===== src/rtl/rv_ctrl_sequencer_pkg.sv =====
// Shared types and constants for the RV32I multi-cycle control sequencer.
package rv_ctrl_sequencer_pkg;

    // Encoding is visible on state_o, so the values are pinned explicitly.
    typedef enum logic [2:0] {
        StFetch     = 3'd0,
        StFetchWait = 3'd1,
        StDecode    = 3'd2,
        StExecute   = 3'd3,
        StMem       = 3'd4,
        StMemWait   = 3'd5,
        StHalt      = 3'd6
    } state_e;

    // Write-back source select
    localparam logic [1:0] WB_SEL_ALU  = 2'd0;
    localparam logic [1:0] WB_SEL_PC4  = 2'd1;
    localparam logic [1:0] WB_SEL_LOAD = 2'd2;

    // Resolved instruction class after priority arbitration
    typedef enum logic [2:0] {
        ClsAlu,
        ClsSystem,
        ClsLoad,
        ClsStore,
        ClsJump,
        ClsBranch
    } instr_cls_e;

    // Decoder classes should be one-hot; if not, system > load > store > jump > branch.
    function automatic instr_cls_e classify(
        input logic is_system,
        input logic is_load,
        input logic is_store,
        input logic is_jal,
        input logic is_jalr,
        input logic is_branch
    );
        instr_cls_e cls;
        if (is_system) begin
            cls = ClsSystem;
        end else if (is_load) begin
            cls = ClsLoad;
        end else if (is_store) begin
            cls = ClsStore;
        end else if (is_jal || is_jalr) begin
            cls = ClsJump;
        end else if (is_branch) begin
            cls = ClsBranch;
        end else begin
            cls = ClsAlu;
        end
        return cls;
    endfunction

    // Force a byte address onto a word boundary.
    function automatic logic [31:0] align_word(input logic [31:0] addr);
        return {addr[31:2], 2'b00};
    endfunction

endpackage


===== src/rtl/rv_ctrl_sequencer.sv =====
// Multi-cycle control FSM for the RV32I core: owns the PC, sequences fetch,
// decode, execute, load/store and write-back over one shared memory port.
module rv_ctrl_sequencer
    import rv_ctrl_sequencer_pkg::*;
#(
    parameter logic [31:0] RESET_PC = 32'h0000_0000,
    parameter int unsigned PC_STEP  = 4
) (
    input  logic        CLK,
    input  logic        resetn,
    input  logic        is_load,
    input  logic        is_store,
    input  logic        is_system,
    input  logic        is_jal,
    input  logic        is_jalr,
    input  logic        is_branch,
    input  logic        take_branch,
    input  logic [31:0] jump_target,
    input  logic [31:0] ls_addr,
    input  logic        mem_ready,
    output logic [31:0] pc,
    output logic        mem_req,
    output logic        mem_we,
    output logic [31:0] mem_addr,
    output logic        instr_we,
    output logic        regs_re,
    output logic        wb_en,
    output logic [1:0]  wb_sel,
    output logic        halted,
    output logic [2:0]  state_o
);

    state_e      state_q, state_d;
    logic [31:0] pc_q, pc_d;
    // Data-side request captured in MEM so it stays stable through MEM_WAIT.
    logic [31:0] daddr_q, daddr_d;
    logic        dwe_q, dwe_d;
    logic        dload_q, dload_d;

    instr_cls_e  cls;
    logic [31:0] pc_seq;
    logic [31:0] pc_jump;

    assign cls     = classify(is_system, is_load, is_store, is_jal, is_jalr, is_branch);
    assign pc_seq  = pc_q + 32'(PC_STEP);
    assign pc_jump = align_word(jump_target);

    // Next-state, PC and captured data request; synchronous reset overrides all.
    always_comb begin
        state_d = state_q;
        pc_d    = pc_q;
        daddr_d = daddr_q;
        dwe_d   = dwe_q;
        dload_d = dload_q;

        unique case (state_q)
            StFetch: begin
                // Ready in the cycle the request rises is not a completion.
                state_d = StFetchWait;
            end
            StFetchWait: begin
                if (mem_ready) begin
                    state_d = StDecode;
                end
            end
            StDecode: begin
                state_d = StExecute;
            end
            StExecute: begin
                case (cls)
                    ClsSystem: begin
                        state_d = StHalt;
                    end
                    ClsLoad, ClsStore: begin
                        state_d = StMem;
                    end
                    ClsJump: begin
                        pc_d    = pc_jump;
                        state_d = StFetch;
                    end
                    ClsBranch: begin
                        pc_d    = take_branch ? pc_jump : pc_seq;
                        state_d = StFetch;
                    end
                    default: begin
                        pc_d    = pc_seq;
                        state_d = StFetch;
                    end
                endcase
            end
            StMem: begin
                daddr_d = ls_addr;
                dwe_d   = (cls == ClsStore);
                dload_d = (cls == ClsLoad);
                state_d = StMemWait;
            end
            StMemWait: begin
                if (mem_ready) begin
                    pc_d    = pc_seq;
                    state_d = StFetch;
                end
            end
            StHalt: begin
                state_d = StHalt;
            end
            default: begin
                state_d = StFetch;
            end
        endcase

        if (!resetn) begin
            state_d = StFetch;
            pc_d    = align_word(RESET_PC);
            daddr_d = '0;
            dwe_d   = 1'b0;
            dload_d = 1'b0;
        end
    end

    // State, PC and data-request registers.
    always_ff @(posedge CLK) begin
        state_q <= state_d;
        pc_q    <= pc_d;
        daddr_q <= daddr_d;
        dwe_q   <= dwe_d;
        dload_q <= dload_d;
    end

    // Strobe and memory-port decode from the current state.
    always_comb begin
        mem_req  = 1'b0;
        mem_we   = 1'b0;
        mem_addr = pc_q;
        instr_we = 1'b0;
        regs_re  = 1'b0;
        wb_en    = 1'b0;
        wb_sel   = WB_SEL_ALU;
        halted   = 1'b0;

        unique case (state_q)
            StFetch: begin
                mem_req = 1'b1;
            end
            StFetchWait: begin
                mem_req  = 1'b1;
                instr_we = mem_ready;
            end
            StDecode: begin
                regs_re = 1'b1;
            end
            StExecute: begin
                case (cls)
                    ClsJump: begin
                        wb_en  = 1'b1;
                        wb_sel = WB_SEL_PC4;
                    end
                    ClsAlu: begin
                        wb_en  = 1'b1;
                        wb_sel = WB_SEL_ALU;
                    end
                    default: begin
                        wb_en = 1'b0;
                    end
                endcase
            end
            StMem: begin
                mem_req  = 1'b1;
                mem_addr = ls_addr;
                mem_we   = (cls == ClsStore);
            end
            StMemWait: begin
                mem_req  = 1'b1;
                mem_addr = daddr_q;
                mem_we   = dwe_q;
                if (mem_ready && dload_q) begin
                    wb_en  = 1'b1;
                    wb_sel = WB_SEL_LOAD;
                end
            end
            StHalt: begin
                halted = 1'b1;
            end
            default: begin
                mem_req = 1'b0;
            end
        endcase

        // Outputs stay quiet while reset is held, even though the state is FETCH.
        if (!resetn) begin
            mem_req  = 1'b0;
            mem_we   = 1'b0;
            instr_we = 1'b0;
            regs_re  = 1'b0;
            wb_en    = 1'b0;
            wb_sel   = WB_SEL_ALU;
            halted   = 1'b0;
        end
    end

    assign pc      = pc_q;
    assign state_o = state_q;

endmodule


===== config.mk =====
export PLATFORM = sky130hd
export DESIGN_NAME = rv_ctrl_sequencer
export DESIGN_NICKNAME = d
export VERILOG_FILES = /design/src/rtl/rv_ctrl_sequencer_pkg.sv /design/src/rtl/rv_ctrl_sequencer.sv
export SDC_FILE = /design/constraint.sdc
export NUM_CORES = 1
export LEC_CHECK = 0
export ABC_CLOCK_PERIOD_IN_PS = 2800
export CELL_PAD_IN_SITES_DETAIL_PLACEMENT = 0
export CELL_PAD_IN_SITES_GLOBAL_PLACEMENT = 1
export CORE_MARGIN = 3
export CORE_UTILIZATION = 32
export CTS_CLUSTER_SIZE = 40
export DETAILED_ROUTE_END_ITERATION = 6
export GPL_ROUTABILITY_DRIVEN = 0
export GPL_TIMING_DRIVEN = 0
export PLACE_DENSITY_LB_ADDON = 0.1
export SYNTH_ARGS = -nofsm -noshare
export SYNTH_HDL_FRONTEND = slang
export SYNTH_SLANG_ARGS = --single-unit
export TNS_END_PERCENT = 100

===== constraint.sdc =====
create_clock -name CLK -period 2.8 [get_ports CLK]
set_input_delay 0.84 -clock CLK [delete_from_list [all_inputs] [get_ports CLK]]
set_output_delay 0.84 -clock CLK [all_outputs]
set_load 0.02 [all_outputs]

==> flow_summary.ini <==
[status]
outcome = finished with violations
violations = DRC

[pwr]
comb_power_share_pct = 17.3
power_frac_clock_pct = 43.7
ir_worst_vdd_mv = 0.232
swShare_pct = 26.9
switchingPower_mw = 0.676
power_density_nw_per_um2 = 410
p_int_mw = 1.83
p_seq_share_pct = 39.0
p_leak_nw = 2.19

[route]
vias = 5046
ant_nets = 0
wl_per_cell_um = 19.7
drt_iter0_markers = 440
routed_wl_um = 17900
viasPerCell = 5.56
drc = 1
first_pass_iters = 7

[timing]
finalClockSkew_ns = 0.00537
slew_headroom_pct = 52.5
post-route-period-util_pct = 99.4
setup_violations = 0
fmax_ghz = 0.359
slew_viol_final = 0
rsz0062_at_grt = no
worstMarginPinSlew_ns = 0.703
worst_slack_ns = 0.0171
min_period_ns = 2.78
hold_violations = 0
setup_tns_ns = 0

[global_routing]
grt_pass1_vias = 4881
grt_overflow = 0
grt_util_all_layers_pct = 24.4
grt_max_degree = 11
grt_pass1_wl_um = 27300
antenna_found_initial = 0

[worst_setup_path]
slowest_delay_ns = 0.52
worst_ep_required_time_ns = 1.96
critical_path_class = in -> out
crit_slowest_cell = clkdlybuf4s50_1
worstSetupEndpointType = output port
rr_startpoint = pc[2]
crit_chain = clkdlybuf4s50_1, mux2i_1, o21ai_0, buf_2
startpoint = ls_addr[4]
crit_fanout = 2
worstPathArrival_ns = 1.94
cp-start-kind = input pin

[layout]
layout-drive-gt1-share_pct = 13.6
n_antenna_cell = 0
final_area_sq_um = 6130
fin_nets = 806
final_cells = 907
n_fill_cell = 1310
syn2layout_area_growth_pct = 47.2

[clock_tree]
cts_buffer_depth = 2
path_clk_slew_ns = 0.05
insertion_delay_ns = 0.34
htreeDepth = 3
clock-sinks = 67
cts_root_buf = clkbuf_16
hold_buffers = 0
cts_buffers = 9
cts_tree = done

[placed_design]
port_buffers = 143
hpwl_um = 13300
dpl_cell_area_sq_um = 5820
dpl_worst_slack_ns = -0.847
place_inst = 891

[die]
coreArea_sq_um = 12700
initial_core_util_pct = 32.8
rows = 41
die-area_sq_um = 14400
fp.dieH_um = 120
num_io_pins = 149
die_x_um = 120

[logic_synthesis]
synth-seq-area-share_pct = 32.2
async_flop_share_pct = 0
yosysTopAreaCell = dfxtp_1
synth_ff_type = dfxtp_1
synth_top_cells_by_count = nand2_1 (129), dfxtp_1 (67), a21oi_1 (64)
synth_seq_cells = 67
synth.distinct_cells = 68
synthesis.instances = 575
synth_most_common_cell = nand2_1
synth_top_area_share_pct = 32.2
yosysWarnings = 0
synth.area.top_cells = dfxtp_1 (32%), nand2_1 (12%), a21oi_1 (7.7%), mux2i_1 (7.7%), o21ai_0 (5.1%)
syn_area_per_cell_sq_um = 7.24
synth_edf_count = 0
syn_area_sq_um = 4160

[min_path]
hp-class = reg -> reg
hold_start = daddr_q[15]

[flow_run]
cap_violations = 0
-- registers in the layout, indices dropped and copies added (netlist names) --
name     cells
dload_q      1
dwe_q        1
pc          30
daddr_q     32
state_o      3
-- repair_timing --
action,CTS,global route
pin swaps,1,0
setup buffers,1,0
cloned,0,0
endpoints found under the setup margin,50,34
gates resized for setup,189,34
-- cell type report --
cell class                 instances  area, sq um  area share [%]
inverter                           2         7.51           0.123
timing repair buffer             144         1340            21.9
multi-input combinational        456         2640            43.0
buffer                            51          305            4.98
clock inverter                     2         10.0           0.163
tap                              172          215            3.51
clock buffer                      13          270            4.41
sequential                        67         1340            21.9
-- final timing paths --
check / slack [ns] / depth (start not counted) / endpoint
max: 0.02 / 4 / mem_addr[4]
min: 0.45 / 2 / daddr_q[15]
max reg2reg: 0.47 / 7 / pc[30]
min reg2reg: 0.45 / 2 / daddr_q[15]
-- critical path, delay by kind of cell --
kind / cells / cell delay (ns)
buffers and inverters: 2 / 0.75
multiplexers: 1 / 0.09
AO/OA/AOI/OAI: 1 / 0.27
-- cell usage in the layout (no fill, tap or decap), types with 3 or more instances in the layout --
cell type | netlist | layout
clkdlybuf4s50_1 | 0 | 98
nand3_1 | 9 | 9
clkbuf_16 | 0 | 9
and4_1 | 5 | 5
nand4_1 | 7 | 7
dlygate4sd2_1 | 0 | 7
a41oi_1 | 4 | 4
clkbuf_8 | 0 | 5
o211ai_1 | 3 | 3
nand3b_1 | 3 | 3
nor2_1 | 37 | 36
clkbuf_4 | 0 | 6
a21oi_1 | 64 | 64
o22ai_1 | 6 | 6
a31oi_1 | 5 | 5
and3_1 | 4 | 4
clkbuf_1 | 28 | 18
and2_1 | 13 | 13
clkbuf_2 | 2 | 11
clkdlybuf4s15_2 | 0 | 11
mux2i_1 | 32 | 31
buf_4 | 2 | 12
dfxtp_1 | 67 | 67
or3_1 | 5 | 5
a211oi_1 | 3 | 3
nor3_1 | 13 | 10
a311oi_1 | 3 | 3
o21ai_0 | 42 | 36
buf_6 | 2 | 3
nand2_1 | 129 | 129
o21ai_1 | 12 | 18
buf_2 | 13 | 24
a32oi_1 | 5 | 5
o221a_1 | 7 | 7
-- metal layers --
metal,up-vias,part of all wire [%],global-route usage [%]
met4,0,2.2,9.95
met5,-,0,0
met1,2371,44,32.7
li1,2385,-,-
met3,29,8.3,5.04
met2,261,46,38.2
-- power groups by stage --
| stage | combinational (mW) | clock [mW] | sequential [mW] |
|---|---|---|---|
| after global placement | 0.417 | 0 | 1.00 |
| final | 0.434 | 1.10 | 0.980 |
| after detailed placement | 0.419 | 0 | 1.00 |
| after CTS | 0.427 | 1.11 | 0.980 |
| after floorplan | 0.194 | 0 | 1.00 |
| after global routing | 0.465 | 1.15 | 0.982 |
-- cell families (layout without fill, tap and decap cells) --
group                      Yosys count  count (layout)  share of synthesized area (%)
other                                1               2                         0.0901
and+or+nand+nor                    243             243                           27.4
adders and majority gates            1               1                          0.301
DFF                                 67              67                           32.2
AOI/OAI and AO/OA                  178             178                           26.5
muxes                               32              32                           7.70
buffers and inverters               53             212                           5.77
-- through the flow --
step / total power [mW] / hold WS, ns / util [%]
2_1_floorplan: 1.20 / 0.432 / -
3_3_place_gp: 1.42 / 0.441 / 45.9
3_5_place_dp: 1.42 / 0.448 / 45.9
4_1_cts: 2.52 / 0.454 / 48.4
5_1_grt: 2.59 / 0.468 / 48.4
6_report: 2.51 / 0.454 / 48.4
Note: power is estimated with default switching activity, not from simulation.
